$ cat src/rtl/dac_pkg.sv
// Shared definitions for the audio output path: modulator mode encoding and
// default widths used by the filter and the pwm_pdm_dac stage.
package dac_pkg;

  localparam int DAC_WIDTH   = 16;
  localparam int DAC_PRESC_W = 8;

  typedef enum logic {
    MODE_PWM = 1'b0,
    MODE_PDM = 1'b1
  } dac_mode_e;

endpackage

$ cat src/rtl/tick_gen.sv
// Modulator rate prescaler: asserts tick once every presc+1 enabled clocks.
// Holds its count at zero while disabled or while the owner requests a clear.
module tick_gen
  import dac_pkg::*;
#(
  parameter int PRESC_W = DAC_PRESC_W
) (
  input  logic               clk,
  input  logic               rst,
  input  logic               en,
  input  logic               clr,
  input  logic [PRESC_W-1:0] presc,
  output logic               tick
);

  logic [PRESC_W-1:0] pc_q;
  logic [PRESC_W-1:0] pc_d;
  logic               hit;

  // Compare with >= so lowering presc below the running count fires at once
  // instead of wrapping through the whole counter range.
  assign hit  = (pc_q >= presc);
  assign tick = en && !clr && hit;

  always_comb begin
    pc_d = pc_q + 1'b1;
    if (!en || clr || hit) begin
      pc_d = '0;
    end
  end

  always_ff @(posedge clk or posedge rst) begin
    if (rst) begin
      pc_q <= '0;
    end else begin
      pc_q <= pc_d;
    end
  end

endmodule

$ cat src/rtl/pwm_pdm_dac.sv
// Single-bit output stage: converts the filtered sample stream to either a PWM
// waveform or a first-order delta-sigma (PDM) bit stream for an RC filter.
module pwm_pdm_dac
  import dac_pkg::*;
#(
  parameter int WIDTH   = DAC_WIDTH,
  parameter int PRESC_W = DAC_PRESC_W
) (
  input  logic               clk,
  input  logic               rst,
  input  logic [WIDTH-1:0]   din,
  input  logic               en,
  input  logic               mode,
  input  logic [PRESC_W-1:0] presc,
  output logic               dout,
  output logic               sample
);

  localparam logic [WIDTH-1:0] CNT_MAX = '1;

  logic [WIDTH-1:0] cnt_q,  cnt_d;
  logic [WIDTH-1:0] acc_q,  acc_d;
  logic [WIDTH-1:0] hold_q, hold_d;
  dac_mode_e        mode_q, mode_d;
  logic             dout_q, dout_d;
  logic             sample_q, sample_d;

  logic             tick;
  logic             mode_chg;
  logic [WIDTH:0]   acc_sum;

  assign mode_chg = (dac_mode_e'(mode) != mode_q);
  assign acc_sum  = {1'b0, acc_q} + {1'b0, hold_q};

  tick_gen #(
    .PRESC_W(PRESC_W)
  ) u_tick_gen (
    .clk  (clk),
    .rst  (rst),
    .en   (en),
    .clr  (mode_chg),
    .presc(presc),
    .tick (tick)
  );

  // Disable wins over a mode change; a mode change burns one cycle clearing
  // both datapaths so the new modulator always starts from a known state.
  always_comb begin
    cnt_d    = cnt_q;
    acc_d    = acc_q;
    hold_d   = hold_q;
    dout_d   = dout_q;
    sample_d = 1'b0;
    mode_d   = dac_mode_e'(mode);

    if (!en) begin
      cnt_d  = '0;
      acc_d  = '0;
      hold_d = din;
      dout_d = 1'b0;
    end else if (mode_chg) begin
      cnt_d  = '0;
      acc_d  = '0;
      dout_d = 1'b0;
    end else if (mode_q == MODE_PWM) begin
      dout_d = (cnt_q < hold_q);
      if (tick) begin
        cnt_d = cnt_q + 1'b1;
        // New duty is only taken at the period boundary so a period is never torn.
        if (cnt_q == CNT_MAX) begin
          hold_d   = din;
          sample_d = 1'b1;
        end
      end
    end else if (tick) begin
      acc_d    = acc_sum[WIDTH-1:0];
      dout_d   = acc_sum[WIDTH];
      hold_d   = din;
      sample_d = 1'b1;
    end
  end

  always_ff @(posedge clk or posedge rst) begin
    if (rst) begin
      cnt_q    <= '0;
      acc_q    <= '0;
      hold_q   <= '0;
      mode_q   <= MODE_PWM;
      dout_q   <= 1'b0;
      sample_q <= 1'b0;
    end else begin
      cnt_q    <= cnt_d;
      acc_q    <= acc_d;
      hold_q   <= hold_d;
      mode_q   <= mode_d;
      dout_q   <= dout_d;
      sample_q <= sample_d;
    end
  end

  assign dout   = dout_q;
  assign sample = sample_q;

endmodule
$ cat config.mk
export PLATFORM = sky130hd
export DESIGN_NAME = pwm_pdm_dac
export DESIGN_NICKNAME = d
export VERILOG_FILES = /design/src/rtl/dac_pkg.sv /design/src/rtl/tick_gen.sv /design/src/rtl/pwm_pdm_dac.sv
export SDC_FILE = /design/constraint.sdc
export NUM_CORES = 1
export LEC_CHECK = 0
export CORE_MARGIN = 2
export CORE_UTILIZATION = 60
export CTS_CLUSTER_SIZE = 8
export DETAILED_ROUTE_END_ITERATION = 8
export DONT_BUFFER_PORTS = 1
export GPL_ROUTABILITY_DRIVEN = 0
export GPL_TIMING_DRIVEN = 1
export PLACE_DENSITY_LB_ADDON = 0.08
export SLEW_MARGIN = 40
export SYNTH_ARGS = -nofsm -noshare
export SYNTH_HDL_FRONTEND = slang
export SYNTH_HIERARCHICAL = 1
export SYNTH_SLANG_ARGS = --single-unit
$ cat constraint.sdc
create_clock -name clk -period 3.1 [get_ports clk]
set_input_delay 0.465 -clock clk [delete_from_list [all_inputs] [get_ports clk]]
set_output_delay 0.465 -clock clk [all_outputs]
set_load 0.01 [all_outputs]
# --- Yosys cells after proc, flatten, opt, wreduce, memory -nomap -nowiden ---
# Index checks and enable logic that the tools add are counted.
# W data, S select, Z words.
word_totals:
  ff_bits: 59
  wordCells: 55
op_classes:
  add_sub_neg: 3
  order_cmp: 2
  n_eq_ne: 9
  mux: 25
  reduce_logical: 9
ops:
  columns: ["operator", "count"]
  rows:
  - ["$mux W16", 14]
  - ["$add A16 B16 Y17", 1]
  - ["$add A16 B1 Y16 const B", 1]
  - ["$eq A16 B16 Y1 const B", 1]
  - ["$lt A16 B16 Y1", 1]
  - ["$mux W1", 10]
  - ["$ne A3 B1 Y1 const B", 3]
  - ["$add A8 B1 Y8 const B", 1]
  - ["$ge A8 B8 Y1", 1]
  - ["$mux W8", 1]
  - ["$ne A4 B2 Y1 const B", 1]
  - ["$reduce_and A2 Y1", 2]
  - ["$ne A3 B2 Y1 const B", 1]
  - ["$reduce_and A3 Y1", 1]
  - ["$logic_and A1 B1 Y1", 2]
  - ["$logic_not A1 Y1", 2]
  - ["$logic_or A1 B1 Y1", 2]
  - ["$ne A2 B1 Y1 const B", 1]
  - ["$ne A2 B2 Y1 const B", 1]
  - ["$ne A1 B1 Y1", 1]

# --- Logic depth before layout (Yosys ltp) ---
# Gate-level depths: netlist of the first run.
depth:
  depth_word: 8
  ltp_mapped: 14
  depth_no_buf: 12

# --- Modules after synthesis ---
# Netlist of the first run, hierarchy kept.
modules_own_cells:
  columns: ["module", "instances", "cells_each", "area_each_um2", "seq_area_each_um2"]
  rows:
  - ["pwm_pdm_dac", 1, 348, 3403.3, 1276.2]
  - ["tick_gen", 1, 61, 629.4, 200.2]

# --- Least setup slack after synthesis of the first run ---
# Ideal clock, no wire load.
synth_path:
  path_kind: "input -> register"
  startpoint: "in presc[3]"
  endpoint: "reg cnt_q[13]"
  setup_ns: 0.078
  arrival_time_ns: 2.816
  slack_ns: 0.206
  cell_stages: 13
  path_buffers: 2
  path_cell_list: "inv_1 > ha_1 > o21a_1 > a21oi_1 > o31ai_4 > nor2b_1 > clkbuf_8 > nor3_1 > o21ai_0 > buf_2 > nand2_1 > or3_2 > a21oi_1"
synth_via:
  elab_chain_len: 4
synth_lines:
  columns: ["element", "line", "rtl"]
  rows:
  - ["start: declaration", "pwm_pdm_dac.sv:14", "input logic [PRESC_W-1:0] presc,"]
  - ["$ge A8 B8 Y1", "tick_gen.sv:22", "assign hit = (pc_q >= presc);"]
  - ["$logic_and A1 B1 Y1", "tick_gen.sv:23", "assign tick = en && !clr && hit;"]
  - ["named net tick", "pwm_pdm_dac.sv:28", "logic tick;"]
  - ["$ne A3 B1 Y1 (no line)", null, null]
  - ["$reduce_and A2 Y1 (no line)", null, null]
  - ["end signal: assignment", "pwm_pdm_dac.sv:92", "cnt_q <= cnt_d;"]
  - ["end: declaration", "pwm_pdm_dac.sv:21", "logic [WIDTH-1:0] cnt_q, cnt_d;"]
# The timed path passes the listed nets, and every way through them passes these cells.
# A chain may end at the register's enable or synchronous reset.

# --- Worst setup path in the final report of the first run ---
layout_path:
  startpoint: "reg u_tick_gen.pc_q[1]"
  endpoint: "reg cnt_q[8]"
layout_via:
  elab_chain_len: 4
layout_lines:
  columns: ["element", "line", "rtl"]
  rows:
  - ["start: declaration", "tick_gen.sv:16", "logic [PRESC_W-1:0] pc_q;"]
  - ["start signal: assignment", "tick_gen.sv:36", "pc_q <= pc_d;"]
  - ["$ge A8 B8 Y1", "tick_gen.sv:22", null]
  - ["$logic_and A1 B1 Y1", "tick_gen.sv:23", null]
  - ["named net tick", "pwm_pdm_dac.sv:28", null]
  - ["$ne A3 B1 Y1 (no line)", null, null]
  - ["$reduce_and A2 Y1 (no line)", null, null]
# The timed path passes the listed nets, and every way through them passes these cells.

==> flow_summary.json, run 1 <==
{
  "clock-skew-final_ns": 0.00656,
  "die-width_um": 86.0,
  "firstDrtPassIters": 4,
  "p_sw_share_pct": 25.4,
  "yosysWarnings": 6,
  "initialDrtViolationCount": 157,
  "crit_slowest_cell": "or4_4",
  "worst-path-max-fanout": 11,
  "syn-num-nets": 479,
  "synth_area_um2": 4030,
  "die_h_um": 86.0,
  "cts_root_buffer": "clkbuf_8",
  "clock-sinks": 59,
  "fin_tns_setup_ns": 0,
  "min-delay-path-class": "in -> async",
  "grt-ovfl-total": 0,
  "setup_viol": 0,
  "critPathMaxStageDelay_ns": 0.54,
  "dieArea_um2": 7390,
  "grt_pass1_vias": 3033,
  "seqPwrFrac_pct": 47.9,
  "synth_cell_types": 61,
  "critPathArrivalTime_ns": 2.97,
  "netlist_instances": 409,
  "crit_chain": "ha_1 > or4_4 > a21oi_4 > o31ai_4 > nor2b_1 > nor3_1 > o21ai_0 > buf_4 > and3_1 > and3_2 > xnor2_1 > nor2_1",
  "antenna_cells": 0,
  "postSynth.asyncResetShare_pct": 100,
  "antenna_found_initial": 0,
  "cap_violations": 0,
  "critPathCaptureType": "flop",
  "port_buffers": 0,
  "p_leak_nw": 2.13,
  "post-route-util_pct": 67.8,
  "slew_headroom_pct": 59.0,
  "io_pins": 30,
  "clkPwrFrac_pct": 39.7,
  "drv_slew": 0,
  "wirelength_um": 8350,
  "ant_nets": 0,
  "via_count": 3067,
  "status": "finished, final reports clean",
  "max-vdd-ir-drop_mv": 0.255,
  "critical_path_class": "reg -> reg",
  "yosysSeqAreaShare_pct": 36.6,
  "synth_edf_count": 0,
  "routedWlPerCell_um": 16.5,
  "cts_resized": 0,
  "final_common_cell": "dfrtp_1",
  "drive_above_1_share_pct": 14.7,
  "synthFlopType": "dfrtp_1",
  "max_freq_ghz": 0.361,
  "grt_max_degree": 52,
  "htree_levels": 3,
  "via_per_inst": 6.07,
  "rows": 29,
  "hpwl_um": 6230,
  "nNetsFinal": 493,
  "path_clk_slew_ns": 0.06,
  "clock_path_buffers": 2,
  "combPwrFrac_pct": 12.3,
  "coreArea_um2": 6420,
  "synth-seq-cells": 59,
  "final_cell_mix": "dfrtp_1, ha_1, inv_1",
  "syn_avg_cell_area_um2": 9.86,
  "cp.required_ns": 3.30,
  "drc": 0,
  "cts_tree": "yes",
  "area_growth_pct": 7.97,
  "tightest_slew_ns": 0.615,
  "internal_power_w": 0.00128,
  "gr-usage-all-layers_pct": 24.8,
  "clock_latency_ns": 0.33,
  "hold_violations": 0,
  "finalCritPeriodShare_pct": 89.4,
  "p_per_area_nw_per_um2": 394,
  "p_sw_w": 0.000435,
  "rsz0062_at_grt": "no",
  "min_period_ns": 2.77,
  "initial_core_util_pct": 62.8,
  "start_kind": "flop",
  "numCtsBuffers": 9,
  "grt_pass1_wl_um": 14400,
  "power.total_w": 0.00172
}
## final timing paths
kind / start / to / slack [ns] / cells after the start
max reg2reg: u_tick_gen/pc_q[1] / cnt_q[8] / 0.33 / 12
min reg2reg: acc_q[14] / acc_q[14] / 0.49 / 2
min in group clk: mode / mode_q / 0.16 / 0
max: u_tick_gen/pc_q[1] / cnt_q[8] / 0.33 / 12
min: rst / hold_q[15] / 0.1 / 1
max in group asynchronous: rst / u_tick_gen/pc_q[2] / 2.35 / 2
## cells by family (layout without fill, tap and decap cells)
group           after synthesis  in the layout  synth area share, %
compound gates               94             94                 15.9
xor+xnor                     24             24                 5.21
fa+ha+maj                    42             42                 13.2
buf+inv                      43             62                 4.68
flops                        59             59                 36.6
mux                          19             19                 6.17
simple gates                128            128                 18.2
## registers in the layout (all words and copies together) (netlist names)
| name | flops |
|---|---|
| dout | 1 |
| cnt_q | 16 |
| mode_q | 1 |
| hold_q | 16 |
| u_tick_gen/pc_q | 8 |
| sample | 1 |
| acc_q | 16 |
## cell type report
cell class	instances	area [um2]
Tap cell	77	96.3
Fill cell	503	2070
Clock inverter	2	35.0
Inverter	33	126
Sequential cell	59	1480
Clock buffer	14	153
Multi-Input combinational cell	307	2370
Timing Repair Buffer	13	100
## power by group through the flow
stage,Clock (W),Sequential [W],Combinational (W)
after floorplan,0,0.000824,0.000173
after global placement,0,0.000837,0.000202
after detailed placement,0,0.000837,0.000210
after CTS,0.000695,0.000823,0.000212
after global routing,0.000728,0.000826,0.000239
final,0.000682,0.000823,0.000211
## worst max-delay path, delay by kind of cell, from the launching register on
family	cells	cell delay [ns]
AO/OA/AOI/OAI	3	0.36
XOR/XNOR	1	0.13
adder cells (fa/ha/maj)	1	0.20
buffers and inverters	1	0.18
flip-flops	1	0.43
AND/OR/NAND/NOR	6	1.34
## Yosys cell counts, drive strengths merged (11+ instances only)
| cell | instances | area (um2) |
|---|---|---|
| xor2 | 15 | 131 |
| dfrtp | 59 | 1480 |
| mux2 | 17 | 229 |
| nor2 | 16 | 60.1 |
| ha | 41 | 513 |
| o21ai | 29 | 145 |
| nor3 | 16 | 120 |
| a21o | 11 | 82.6 |
| nand2 | 29 | 116 |
| a21oi | 18 | 101 |
| inv | 33 | 124 |
| nand3 | 16 | 92.6 |
## through the flow
step / setup WS (ns) / hold WS [ns] / instance area, um2 / instances
floorplan: 0.206 / 0.281 / 4030 / 409
global placement: 0.246 / 0.316 / 4120 / 483
detailed placement: 0.120 / 0.322 / 4120 / 483
CTS: 0.177 / 0.114 / 4320 / 500
global route: 0.152 / 0.144 / 4350 / 505
finish: 0.328 / 0.0956 / 4350 / 505
## routing by layer
layer	global-route usage (%)	part of all wire [%]
met5	0	0
met4	8.08	0.86
met3	4.14	3.5
met2	40.7	49
met1	33.3	47
## timing repair
action | 4_1_cts | 5_1_grt
endpoints found under the hold margin | 8 | 0
hold buffers | 1 | 0
setup buffers | 0 | 5
setup endpoints to repair | 0 | 3
Power figures use the tool's default switching activity.
==> inputs of run 2 (changes only) <==
--- a/config.mk
+++ b/config.mk
@@ -6,7 +6,7 @@
 export NUM_CORES = 1
 export LEC_CHECK = 0
 export CORE_MARGIN = 2
-export CORE_UTILIZATION = 60
+export CORE_UTILIZATION = 58
 export CTS_CLUSTER_SIZE = 8
 export DETAILED_ROUTE_END_ITERATION = 8
 export DONT_BUFFER_PORTS = 1
==> constraint.sdc (replaced) <==
create_clock -name clk -period 2.38 [get_ports clk]
set_input_delay 0.357 -clock clk [delete_from_list [all_inputs] [get_ports clk]]
set_output_delay 0.357 -clock clk [all_outputs]
set_load 0.01 [all_outputs]
==> run 2 against run 1 <==
  * The run now ends with setup timing left
  * Worst setup slack got worse by 0.40 ns
  * Critical path type unchanged
  * Sequential cell count did not move
  * Combinational power increased by 58%
==> flow_summary.json, run 2 (synthesis gave the netlist of run 1 again) <==
{
  "final_cells": 531,
  "cap_violations": 0,
  "clock-skew-final_ns": 0.0101,
  "max_freq_ghz": 0.408,
  "failed_checks": "setup timing",
  "p_per_area_nw_per_um2": 526,
  "worst_slack_ns": -0.0702,
  "final_common_cell": "dfrtp_1",
  "rsz0062_at_grt": "yes",
  "cp.required_ns": 2.60,
  "post-place-cells": 510,
  "final_cell_area_um2": 4810,
  "numCtsBuffers": 9,
  "initial_core_util_pct": 59.7,
  "port_buffers": 0,
  "clock-sinks": 59,
  "clock_path_buffers": 2,
  "drive_above_1_share_pct": 25.7,
  "path_clk_slew_ns": 0.06,
  "wirelength_um": 8800,
  "initialDrtViolationCount": 121,
  "critical_path_class": "reg -> reg",
  "clock_latency_ns": 0.34,
  "via_count": 3119,
  "status": "complete, but fails checks",
  "final_cell_mix": "dfrtp_1, ha_1, inv_1",
  "grt_max_degree": 23,
  "start_kind": "flop",
  "finalCritPeriodShare_pct": 103,
  "hpwl_um": 6330,
  "holdWs_ns": 0.0458,
  "via_per_inst": 5.87,
  "coreArea_um2": 6760,
  "worst-path-max-fanout": 16,
  "gr-usage-all-layers_pct": 25.3,
  "firstDrtPassIters": 4,
  "max-vdd-ir-drop_mv": 0.374,
  "area_growth_pct": 19.3,
  "cts_tree": "yes",
  "tightest_slew_ns": 0.531,
  "cts_root_buffer": "clkbuf_8",
  "min_period_ns": 2.45,
  "io_pins": 30,
  "grt_pass1_wl_um": 15000,
  "drc": 0,
  "nNetsFinal": 516,
  "power.total_w": 0.00253,
  "antenna_found_initial": 0,
  "rows": 30,
  "slew_headroom_pct": 64.5,
  "placed_area_um2": 4380,
  "critPathArrivalTime_ns": 2.67,
  "die_h_um": 87.4,
  "dieArea_um2": 7640,
  "p_leak_nw": 2.33,
  "htree_levels": 3,
  "die-width_um": 87.4,
  "routedWlPerCell_um": 16.6,
  "antenna_cells": 0,
  "ant_nets": 0,
  "drv_slew": 0,
  "grt-ovfl-total": 0,
  "critPathCaptureType": "flop",
  "grt_pass1_vias": 3213,
  "largestRegisters": "acc_q: 16 flops, cnt_q: 16 flops, hold_q: 16 flops",
  "min-delay-path-class": "in -> reg",
  "hold_violations": 0,
  "setup_viol": 22
}
run 2: cell count changes in the layout (fill, tap and decap cells not counted), moves of 4 or more:
cell,delta
buf_4,+18
ha_1,-4
mux2_4,+6
a21oi_1,-4
a21oi_2,+4
o21ai_1,+8
mux2_2,-6
o21ai_0,-9
run 2: cell type report:
| cell class | instances | area, um2 |
|---|---|---|
| multi-input cells | 307 | 2540 |
| fillers | 518 | 1950 |
| flip-flops and latches | 59 | 1480 |
| repair buffers | 36 | 323 |
| clock buffers | 11 | 141 |
| inverters | 33 | 124 |
| clock inverters | 5 | 100 |
| well taps | 80 | 100 |
run 2: what timing repair did:
item                       in CTS  in global routing
setup endpoints to repair      33                 46
cloned                          0                  1
hold endpoints to repair       23                  0
pin swaps                      16                  9
setup buffers                   1                  2
resized for setup              14                 14
hold buffers                    1                  0
run 2: path summary, 6_finish.rpt:
check                                         from  depth (start not counted)  slack [ns]                  to
worst max-delay path            u_tick_gen/pc_q[2]                          9       -0.07          hold_q[15]
worst min-delay path                          mode                          0        0.05              mode_q
worst max register to register  u_tick_gen/pc_q[2]                          9       -0.07          hold_q[15]
worst min register to register            acc_q[8]                          2        0.49            acc_q[8]
max in group asynchronous                      rst                          3        1.30            acc_q[6]
min in group asynchronous                      rst                          2        0.44  u_tick_gen/pc_q[1]
run 2: per-layer routing:
layer / track usage (%) / routed length (um)
met1: 33.1 / 4190
met2: 41.3 / 4190
met3: 6.26 / 295
met4: 7.97 / 129
met5: 0 / 0
run 2: worst max-delay path, cell delays in order, from the launching register on:
cell and delay [ns]:
dfrtp_1 0.41, ha_4 0.17, or4_4 0.54, a21oi_4 0.14, o31ai_4 0.09, nor2b_4 0.15, buf_4 0.17, a21boi_4 0.16
buf_12 0.20, mux2_4 0.31
run 2: report_power, final:
| group | leakage (nW) | switching, W | total (W) | internal, W |
|---|---|---|---|---|
| clock | 0.123 | 0.000407 | 0.00113 | 0.000721 |
| combinational | 1.43 | 0.000175 | 0.000334 | 0.000159 |
| sequential | 0.784 | 0.0000343 | 0.00107 | 0.00103 |
run 2: through the flow:
step / worst slack [ns] / setup TNS [ns] / utilization (%)
after global placement: -0.0849 / -1.16 / 64.9
final: -0.0702 / -1.13 / 71.2
after CTS: -0.0729 / -1.35 / 69.6
after floorplan: -0.334 / -4.96 / -
after detailed placement: -0.163 / -2.21 / 64.9
after global routing: -0.156 / -3.83 / 71.2
==> inputs of run 3 (changes only) <==
--- a/config.mk
+++ b/config.mk
@@ -5,6 +5,7 @@
 export SDC_FILE = /design/constraint.sdc
 export NUM_CORES = 1
 export LEC_CHECK = 0
+export CORE_ASPECT_RATIO = 1.2
 export CORE_MARGIN = 2
 export CORE_UTILIZATION = 58
 export CTS_CLUSTER_SIZE = 8
==> run 3 against run 2 <==
  * The flow still finishes with violations (setup timing)
  * Sequential share of layout area rose by 0.27 points
  * Final area is 0.88% lower
  * Register-to-register slack improved by 0.02 ns
  * Sequential power barely moved
  * Combinational power about the same
  * Wire length rose by 2.8%
  * Count of clock-buffer cells in the layout rose by 3
  * Critical path depth is the same
  * Die area about the same
  * Worst setup slack improved by 0.022 ns
  * Maximum frequency up 0.92%
  * Critical path type unchanged
  * Largest cell class unchanged
==> flow_summary.json, run 3 (synthesis gave the netlist of run 1 again) <==
{
  "min_period_ns": 2.43,
  "final_cell_mix": "dfrtp_1, ha_1, inv_1",
  "drive_above_1_share_pct": 23.7,
  "fillCellCount": 525,
  "die-width_um": 80.1,
  "grt-ovfl-total": 0,
  "antenna_found_initial": 0,
  "crit_start": "u_tick_gen/pc_q[1]",
  "fin_tns_setup_ns": -0.523,
  "cap_violations": 0,
  "cp.required_ns": 2.60,
  "numCtsBuffers": 9,
  "max_freq_ghz": 0.412,
  "failed_checks": "setup timing",
  "holdWs_ns": 0.0503,
  "post-place-cells": 513,
  "wirelength_um": 9040,
  "post-route-util_pct": 70.4,
  "via_per_inst": 5.92,
  "worst-path-max-fanout": 8,
  "critPathCaptureType": "flop",
  "min_from": "mode",
  "drv_slew": 0,
  "worstReg2RegStart": "u_tick_gen/pc_q[1]",
  "p_per_area_nw_per_um2": 500,
  "grt_pass1_wl_um": 15000,
  "worst_slack_ns": -0.0478,
  "clock-sinks": 59,
  "ant_nets": 0,
  "final_common_cell": "dfrtp_1",
  "grt_max_degree": 29,
  "clock-skew-final_ns": 0.00823,
  "rows": 33,
  "grt_pass1_vias": 3124,
  "status": "complete, but fails checks",
  "hold_depth": 0,
  "reg2reg_setup_slack_ns": -0.05,
  "die_h_um": 95.3,
  "hold_violations": 0,
  "cts_root_buffer": "clkbuf_8",
  "initial_core_util_pct": 59.6,
  "setup_viol": 17,
  "dieArea_um2": 7640,
  "critPathArrivalTime_ns": 2.65,
  "max-vdd-ir-drop_mv": 0.322,
  "initialDrtViolationCount": 167,
  "path_clk_slew_ns": 0.07,
  "p_leak_nw": 2.31,
  "slew_headroom_pct": 64.6,
  "port_buffers": 0,
  "htree_levels": 3,
  "min-delay-path-class": "in -> reg",
  "finalCritPeriodShare_pct": 102,
  "gr-usage-all-layers_pct": 25.6,
  "hpwl_um": 6550,
  "largestRegisters": "acc_q: 16 flops, cnt_q: 16 flops, hold_q: 16 flops",
  "firstDrtPassIters": 5,
  "via_count": 3161,
  "cts_tree": "yes",
  "routedWlPerCell_um": 16.9,
  "antenna_cells": 0,
  "critical_path_class": "reg -> reg",
  "tightest_slew_ns": 0.530,
  "rsz0062_at_grt": "yes",
  "final_cells": 534,
  "ff2ff_path_depth": 9,
  "nNetsFinal": 513,
  "area_growth_pct": 18.2,
  "start_kind": "flop",
  "coreArea_um2": 6770,
  "clock_path_buffers": 2,
  "drc": 0,
  "clock_latency_ns": 0.34,
  "io_pins": 30
}
==> run 3: changes by cell type in the layout (fill, tap and decap cells not counted), moves of 2 or more <==
cell	change
buf_4	-4
clkinv_2	-2
bufinv_16	-2
buf_12	+2
nand3_2	-2
a21oi_2	-2
clkbuf_8	+3
nand3_1	+2
==> run 3: cell type report <==
type	instances	area, um2	area share (%)
Inverter	33	124	2.60
Clock inverter	1	30.0	0.630
Sequential cell	59	1480	31.0
Timing Repair Buffer	33	322	6.75
Clock buffer	14	183	3.83
Tap cell	87	109	2.28
Multi-Input combinational cell	307	2520	52.9
==> run 3: what timing repair did <==
action,4_1_cts,5_1_grt
pin swaps,6,6
endpoints found under the setup margin,28,35
cloned,1,0
setup buffers,4,0
resized for setup,11,13
hold buffers,1,0
endpoints found under the hold margin,31,0
==> run 3: power by group <==
part / internal, W / switching (W) / total [W]
Combinational: 0.000156 / 0.000176 / 0.000332
Sequential: 0.00103 / 0.0000352 / 0.00107
Clock: 0.000593 / 0.000388 / 0.000981
==> run 3: worst paths after layout <==
check | endpoint
worst max-delay path | hold_q[4]
worst min-delay path | mode_q
worst max register to register | hold_q[4]
worst min register to register | acc_q[11]
max in group asynchronous | dout
min in group asynchronous | u_tick_gen/pc_q[3]
==> run 3: layer usage <==
layer	vias to the layer above	part of all wire, %	wire length (um)	global-route usage [%]
met1	1555	44	3950	32.5
met4	0	1.4	129	7.49
met2	53	51	4650	44.7
li1	1540	-	-	-
met5	-	0	0	0
met3	13	3.4	310	4.36
==> run 3: stage by stage <==
step | area (um2) | worst slack (ns) | power (W)
CTS | 4710 | -0.0584 | 0.00240
detailed placement | 4390 | -0.0993 | 0.00140
global placement | 4390 | -0.0835 | 0.00139
global route | 4770 | -0.160 | 0.00250
finish | 4770 | -0.0478 | 0.00238
floorplan | 4110 | -0.334 | 0.00131
==> run 3: worst max-delay path, stage by stage, from the launching register on <==
cell       delay (ns)
dfrtp_1          0.40
ha_2             0.17
or4_4            0.54
a21oi_4          0.15
o31ai_4          0.07
nor2b_4          0.14
buf_6            0.13
a21boi_4         0.20
clkbuf_16        0.21
mux2_4           0.29
